--- config.mk ---
export PLATFORM = sky130hd
export DESIGN_NAME = first_nios2_system_avm_read_timer
export DESIGN_NICKNAME = d
export VERILOG_FILES = /design/src/rtl/first_nios2_system_sysid_pkg.sv /design/src/rtl/first_nios2_system_avm_read_timer.sv
export SDC_FILE = /design/constraint.sdc
export NUM_CORES = 1
export LEC_CHECK = 0
export CORE_AREA = 8 8 45 47
export CTS_CLUSTER_SIZE = 14
export DETAILED_ROUTE_END_ITERATION = 16
export DIE_AREA = 0 0 53 55
export DONT_BUFFER_PORTS = 1
export GPL_TIMING_DRIVEN = 0
export MAX_ROUTING_LAYER = met4
export SYNTH_ARGS = -nofsm -noshare
export SYNTH_HDL_FRONTEND = slang
export SYNTH_SLANG_ARGS = --single-unit
--- constraint.sdc ---
create_clock -name clock -period 2.3 [get_ports clock]
set_clock_uncertainty 0.05 [all_clocks]
set_input_delay 0.575 -clock clock [delete_from_list [all_inputs] [get_ports clock]]
set_output_delay 0.575 -clock clock [all_outputs]
set_load 0.01 [all_outputs]
--- src/rtl/first_nios2_system_sysid_pkg.sv ---
// first_nios2_system_sysid_pkg
//   Shared definitions for the system ID checker: FSM state encoding,
//   slave word addresses, stall-timer width and a 32-bit compare helper.
package first_nios2_system_sysid_pkg;

  localparam int unsigned SYSID_TIMER_W = 8;

  localparam logic SYSID_ADDR_ID = 1'b0;
  localparam logic SYSID_ADDR_TS = 1'b1;

  typedef enum logic [2:0] {
    ST_IDLE  = 3'd0,
    ST_RD_ID = 3'd1,
    ST_RD_TS = 3'd2,
    ST_CHECK = 3'd3,
    ST_DONE  = 3'd4
  } sysid_state_e;

  // Full-width equality of a captured word against its build-time value.
  function automatic logic words_match(input logic [31:0] got, input logic [31:0] want);
    return (got == want);
  endfunction

endpackage

--- src/rtl/first_nios2_system_avm_read_timer.sv ---
// first_nios2_system_avm_read_timer
//   Saturating stall counter for one Avalon read.
//   clock/reset : rising-edge clock, async active-high reset
//   clear       : zero the count (wins over enable)
//   enable      : count one stall cycle
//   expired     : count has reached LIMIT-1, i.e. this stall cycle is the last allowed
module first_nios2_system_avm_read_timer
  import first_nios2_system_sysid_pkg::*;
#(
  parameter int unsigned LIMIT = 255
) (
  input  logic clock,
  input  logic reset,
  input  logic clear,
  input  logic enable,
  output logic expired
);

  localparam logic [SYSID_TIMER_W-1:0] LAST = SYSID_TIMER_W'(LIMIT - 1);

  logic [SYSID_TIMER_W-1:0] count_r;

  assign expired = (count_r == LAST);

  // Stall count; held at LAST so it can never wrap.
  always_ff @(posedge clock or posedge reset) begin
    if (reset) begin
      count_r <= {SYSID_TIMER_W{1'b0}};
    end else if (clear) begin
      count_r <= {SYSID_TIMER_W{1'b0}};
    end else if (enable && !expired) begin
      count_r <= count_r + {{(SYSID_TIMER_W-1){1'b0}}, 1'b1};
    end else begin
      count_r <= count_r;
    end
  end

endmodule

### Yosys cells after proc, flatten, opt, wreduce, memory -nomap -nowiden

Index checks and enable logic that the tools add are counted.

| storage, ports and cells | value |
|---|---|
| memories kept | 0 |
| register bits after elaboration | 8 |
| word-level logic and storage cells | 8 |
| output and inout port bits | 1 |
| latch bits | 0 |
| memory bits (writable) | 0 |
| bits in read-only memories | 0 |
| bits of input ports | 4 |

| cells by class | value |
|---|---|
| bitwise logic cells | 0 |
| $add $sub $neg | 1 |
| shift-type cells | 0 |
| div/mod/pow operators | 0 |
| multiplexer cells | 2 |
| reduce and logical (&&, ||, !) cells | 3 |
| $lt $le $gt $ge | 0 |
| equality and inequality tests | 1 |
| multipliers | 0 |

Operator list:

| operator | number |
|---|---|
| 8-bit 2-to-1 mux | 2 |
| 8-bit by 1-bit adder with 8-bit output (second input constant) | 1 |
| 8-bit == test (second input constant) | 1 |
| 2-bit nonzero test | 1 |
| 1-bit logical AND | 1 |
| 1-bit zero test | 1 |

### Longest topological paths before layout

| depth | value |
|---|---|
| word-level depth | 5 |
| mapped depth | 5 |
| gate-level depth less buffers | 5 |

### Least setup slack after synthesis

No wires, ideal clock.

| timing path | value |
|---|---|
| path type | flip-flop to output port |
| from | reg count_r[0] |
| to | out expired |
| data required time | 1.675 ns |
| stages on the path, launching flop included | 5 |
| path buffers | 0 |
| path slack | 0.747 ns |
| arrival time | 0.928 ns |
| cells stage by stage | dfrtp_1 -> inv_1 -> ha_1 -> nand2_1 -> nor3_2 |

| between the ends | value |
|---|---|
| longest elaborated chain between the ends | 1 |

Ends and longest elaborated chain:

| item | line | text |
|---|---|---|
| start, declared | first_nios2_system_avm_read_timer.sv:21 | `logic [SYSID_TIMER_W-1:0] count_r;` |
| start signal, assigned | first_nios2_system_avm_read_timer.sv:28 | `count_r <= {SYSID_TIMER_W{1'b0}};` |
| start signal, assigned | first_nios2_system_avm_read_timer.sv:30 | `count_r <= {SYSID_TIMER_W{1'b0}};` |
| start signal, assigned | first_nios2_system_avm_read_timer.sv:32 | `count_r <= count_r + {{(SYSID_TIMER_W-1){1'b0}}, 1'b1};` |
| 8-bit == test | first_nios2_system_avm_read_timer.sv:23 | `assign expired = (count_r == LAST);` |
| end, declared | first_nios2_system_avm_read_timer.sv:16 | `output logic expired` |

Every way passes these cells.

### Final worst setup path

Same ends and word-level chain as after synthesis.

==> impl_metrics.csv <==
group,metric,value,unit
floorplan,ios,5,
global_routing,grt_max_degree,10,
synth,synth_edf_count,0,
global_routing,antenna_found_initial,0,
cells_and_area,layout.nets,63,
clock_tree,hold_buffers,0,
clock_tree,cts_tree,"built",
cells_and_area,fill_cells,142,
timing,setup_viol,0,
synth,synth-seq-area-share,0.4092,
synth,synthTopCellsByArea,"dfrtp_1, a21oi_1, ha_1",
floorplan,die_y,55,um
routing,dr_total_vias,413,
routing,dr.first_iter.drc_count,16,
timing,worstMarginPinSlew,0.4104,ns
routing,avgViaCountPerCell,5.817,
global_routing,grt_pass1_vias,406,
clock_tree,numClockSinks,8,
synth,synth_top_cell_by_area,"dfrtp_1",
routing,first_pass_iters,4,
timing,fin_crit,1.947,ns
routing,ant_nets,0,
synth,synth.distinct_cells,23,
clock_tree,clk_latency,0.26,ns
cells_and_area,multi_input_area,261.5,um^2
synth,syn_nets,58,
cells_and_area,top_register,"count_r",
critical_path,critPathKind,"reg -> out",
global_routing,grt_pass1_wl,1869,um
clock_tree,cts_resized,0,
timing,drv_slew,0,
critical_path,end_kind,"output port",
clock_tree,cts_buffer_depth,2,
critical_path,cp_top_family,"flip-flops",
worst_hold_path,hold_class,"in -> async",
critical_path,cp_max_fo,5,
floorplan,coreArea,1384,um^2
cells_and_area,synthToLayoutAreaGrowth,8.696,%
cells_and_area,final-instance-count-excl-fill,71,
critical_path,worst-path-buf-inv,1,
cells_and_area,drive_gt1_frac,0.1636,
placement,dp_cells,68,
timing,fmax,513.7,MHz
critical_path,worstSetupStartpoint,"count_r[0]",
power_and_ir_drop,leakage,0.0002229,uW
synth,synth.most_common_cell,"dfrtp_1",
timing,finalSetupTns,0,ns
synth,avgSynthCellArea,9.408,um^2
cells_and_area,num_antenna_cells,0,
floorplan,die_w,53,um
power_and_ir_drop,power_density,534.5,nW/um^2
synth,synthArstFlopShare,1.000,
critical_path,slowest_stage,"dfrtp_1",
timing,relSlewSlack,0.7264,
cells_and_area,reg_top3,"count_r (8)",
synth,synth_top_area_share,0.4092,
critical_path,crit_required,1.67,ns
clock_tree,root_buffer,"clkbuf_4",
cells_and_area,largest_reg_flops,8,
routing,wirelength,1010,um
critical_path,worstPathCellList,"inv_1, ha_1, nand2_1, nor3_2",
placement,hpwl,713.7,um
run_status,status,"complete, no violations",
timing,finalHoldViolCount,0,
global_routing,grt_overflow,0,
clock_tree,cts_setup_buffers,0,
floorplan,start_util,0.3535,
clock_tree,numCtsBuffers,3,
power_and_ir_drop,ir_drop,0.3945,mV
clock_tree,h-tree-depth,1,
cells_and_area,seqCellArea,200.2,um^2
timing,post-route-period-util,0.8464,
routing,wl_per_cell,14.23,um
critical_path,max_stage_delay,0.42,ns
critical_path,rr_startpoint,"count_r[0]",
floorplan,rows,14,
flow_run,cap_violations,0,
floorplan,die_area,2915,um^2
timing,rsz0062_at_grt,"no",
routing,drc,0,
synth,ys_ff_latch,8,
synth,ys.flop_type,"dfrtp_1",
synth,ys_warn_count,0,
placement,place.gp.congestion,0.8090,
synth,synth_cells,52,
synth,synth_commonest_cells,"dfrtp_1, a21oi_1, nand2_1",
critical_path,cp-start-kind,"flip-flop",
global_routing,grt_use_total,0.09137,
critical_path,crit_arrival,1.32,ns
synth,syn_area,489.2,um^2
clock_tree,clk_pin_slew,0.06,ns
placement,port_buffers,0,
## kinds of logic (layout without fill, tap and decap cells)
logic type	Yosys count	count (layout)	share of synthesized area
AO/OA/AOI/OAI	14	14	0.2251
adder cells (fa/ha/maj)	2	2	0.05114
buffers and inverters	6	9	0.05625
flip-flops	8	8	0.4092
multiplexers	1	1	0.03068
AND/OR/NAND/NOR	21	21	0.2276
## final timing paths
path	depth (start not counted)	slack [ns]	endpoint
setup / recovery	4	0.35	expired
hold / removal	1	0.10	count_r[6]
setup reg to reg	5	0.64	count_r[0]
hold reg to reg	1	0.49	count_r[5]
max in group asynchronous	1	1.84	count_r[0]
min in group clock	1	0.49	count_r[5]
## routing by layer
layer | GRT usage | vias up | wire, um
met5 | - | - | 0
met4 | 0.02586 | 0 | 21
met3 | 0.05080 | 2 | 63
met2 | 0.1426 | 14 | 455
met1 | 0.09783 | 193 | 471
li1 | - | 204 | -
## worst register-to-register path, cell delays in order, from the launching register on
cell	delay (ns)
dfrtp_1	0.40
inv_1	0.08
ha_1	0.24
and4_1	0.27
a21boi_2	0.20
mux2_4	0.31
## metrics by stage
stage	power (uW)	worst slack, ns	hold WS [ns]	area (um^2)	utilization
after detailed placement	176.9	0.5949	0.3878	509.2	0.3680
final	284.2	0.3533	0.1048	531.8	0.3843
after global placement	176.1	0.6118	0.3823	509.2	0.3680
after floorplan	171.0	0.7466	0.3407	489.2	-
after CTS	287.9	0.3192	0.1138	531.8	0.3843
after global routing	304.2	0.2068	0.1235	531.8	0.3843
## report_power, final
group | switching [uW] | internal [uW]
registers | 4.71 | 144
logic | 15.3 | 9.95
clock network | 50.0 | 59.9
## layout make-up
class	instances	area share
multi-input cells	38	0.4918
flip-flops and latches	8	0.3765
clock buffers	3	0.04235
well taps	16	0.03765
plain buffers	3	0.03059
inverters	3	0.02118
## placed cells by master, fill, tap and decap left out, types with 2 or more instances in the layout
cell	n
a21oi_1	5
dfrtp_1	8
a311oi_1	2
nor3_1	4
a211oi_1	2
a41oi_1	2
ha_1	2
nand2_1	5
clkbuf_4	3
nor2_1	2
inv_1	3
nand3_1	3
and3_1	3
(Power assumes the default switching activity.)
==> patch (config.mk and constraints unchanged) <==
Add an input register stage for `clear` and `enable`, without a reset; this delays them by one clock. Comments in the files are not updated.
--- a/src/rtl/first_nios2_system_avm_read_timer.sv
+++ b/src/rtl/first_nios2_system_avm_read_timer.sv
@@ -18,6 +18,14 @@
 
   localparam logic [SYSID_TIMER_W-1:0] LAST = SYSID_TIMER_W'(LIMIT - 1);
 
+  logic clear_q;
+  logic enable_q;
+
+  always_ff @(posedge clock) begin
+    clear_q  <= clear;
+    enable_q <= enable;
+  end
+
   logic [SYSID_TIMER_W-1:0] count_r;
 
   assign expired = (count_r == LAST);
@@ -26,9 +34,9 @@
   always_ff @(posedge clock or posedge reset) begin
     if (reset) begin
       count_r <= {SYSID_TIMER_W{1'b0}};
-    end else if (clear) begin
+    end else if (clear_q) begin
       count_r <= {SYSID_TIMER_W{1'b0}};
-    end else if (enable && !expired) begin
+    end else if (enable_q && !expired) begin
       count_r <= count_r + {{(SYSID_TIMER_W-1){1'b0}}, 1'b1};
     end else begin
       count_r <= count_r;
Function: no difference found for any inputs over 10 cycles, from zero or initial values and one cycle with reset high; that may be too few to reach the edited logic, so the function may still have changed.
==> patch against the original RTL <==
- die area stayed put
- area after synthesis is 8.2% higher
- synthesized cell count is 3.8% higher
- sequential cell count increased by 2
- wire length down 0.99%
- setup slack improved by 0.021 ns
- utilization rose by 3.2 points
- cell area increased by 8.2%
- power rose by 18%
- highest routed layer unchanged
==> patch: results (changes against the original RTL) <==
.. list-table::
   :header-rows: 1

   * - Metric
     - Value
   * - Largest vdd supply drop
     - 0.000231 V (-42%)
   * - Register-to-register setup slack
     - 0.66 ns (+0.02 ns)
   * - Share of cells above drive strength 1
     - 0.155 (-0.00846)
   * - Global-route wire length before repair
     - 1.77 mm (-5.5%)
   * - YS warnings
     - 0 (unchanged)
   * - Final weighted congestion of routability-driven global placement
     - 0.816 (+0.82%)
   * - Number of inserted filler cells in the final layout
     - 140 (-1.4%)
   * - Via count of the first global-routing pass
     - 399 (-1.7%)
   * - Registers with the most flip-flops
     - count_r (8), clear_q (1), enable_q (1)
   * - Period Utilization, post-route
     - 0.837 (-0.00903)
   * - Number of DRC markers in iteration 0
     - 13 (-3)
   * - Number of detailed-routing iterations run before antenna repair
     - 3 (-1)
   * - Number of nets in the final layout
     - 65 (+3.2%)
   * - Diode count
     - 0 (unchanged)
   * - Antenna violations before repair
     - 0 (unchanged)
   * - Biggest area contributors in the synthesized netlist
     - sky130_fd_sc_hd__dfrtp_1 38%, sky130_fd_sc_hd__dfxtp_1 7.6%, sky130_fd_sc_hd__a21oi_1 4.7%, sky130_fd_sc_hd__ha_1 4.7%, sky130_fd_sc_hd__nor3_1 3.8%
   * - Leakage dissipation
     - 0.000241 uW (+8.1%)
   * - Post-place instance area
     - 549 sq um (+7.9%)
   * - Sequential area share after synthesis
     - 0.454 (+0.0447)
   * - Post-synthesis async set-or-reset flop share
     - 0.800 (-0.200)
   * - Drt total wl
     - 1.00 mm (-0.99%)
   * - Max-slew headroom at the worst pin
     - 0.728 (+0.00177)
   * - Run status
     - completed
   * - Net count after synthesis
     - 60 (+3.4%)
   * - Arrival time at the worst endpoint
     - 1.30 ns (-0.02 ns)
   * - Setup WS pre-CTS
     - 0.632 ns (+0.0368 ns)
   * - Tightest hold margin
     - 0.0974 ns (-0.00748 ns)
   * - Dpl hpwl
     - 714 microns (about the same)
==> patch: changes by cell type after synthesis, sizes merged <==
cell,before,now
dfxtp,0,2
==> patch: worst paths after layout <==
| path | endpoint | startpoint | cells after the start |
|---|---|---|---|
| worst max-delay path | expired | count_r[0] | 4 |
| worst min-delay path | count_r[3] | reset | 1 |
| worst max register to register | count_r[0] | count_r[0] | 5 |
| worst min register to register | count_r[7] | count_r[7] | 1 |
| max in group asynchronous | count_r[0] | reset | 1 |
| min in group clock | clear_q | clear | 0 |
==> patch: logic make-up after synthesis <==
| group | count (synthesis) | share of synthesized area |
|---|---|---|
| adders and majority gates | 2 | 0.0473 |
| and+or+nand+nor | 21 | 0.210 |
| muxes | 1 | 0.0284 |
| buffers and inverters | 6 | 0.0520 |
| AOI/OAI and AO/OA | 14 | 0.208 |
| DFF | 10 | 0.454 |
==> patch: metal layers <==
| layer | wire length, microns | GRT usage |
|---|---|---|
| met1 | 510 | 0.103 |
| met2 | 430 | 0.121 |
| met3 | 37 | 0.0348 |
| met4 | 21 | 0.0388 |
| met5 | 0 | - |
==> patch: report_power, final <==
group / leakage [uW] / switching, uW / internal (uW)
Sequential: 0.000127 / 4.65 / 181
Combinational: 0.0000994 / 15.5 / 9.93
Clock: 0.0000150 / 56.7 / 66.8
Total: 0.000241 / 76.9 / 258
==> patch: through the flow <==
stage / cells / total power (uW) / util
final: 74 / 334 / 0.416
after global routing: 74 / 355 / 0.416
after global placement: 70 / 214 / 0.397
after floorplan: 54 / 209 / -
after detailed placement: 70 / 214 / 0.397
after CTS: 74 / 339 / 0.416
==> patch: worst register-to-register path, cell delays in order, from the launching register on <==
cell	delay, ns
sky130_fd_sc_hd__dfrtp_1	0.39
sky130_fd_sc_hd__inv_1	0.08
sky130_fd_sc_hd__ha_1	0.23
sky130_fd_sc_hd__and4_1	0.26
sky130_fd_sc_hd__a21boi_2	0.20
sky130_fd_sc_hd__mux2_4	0.31
==> patch: final cells by class <==
class | count | area share
flip-flops and latches | 10 | 0.417
multi-input cells | 38 | 0.454
inverters | 3 | 0.0196
clock buffers | 4 | 0.0457
well taps | 16 | 0.0348
plain buffers | 3 | 0.0283
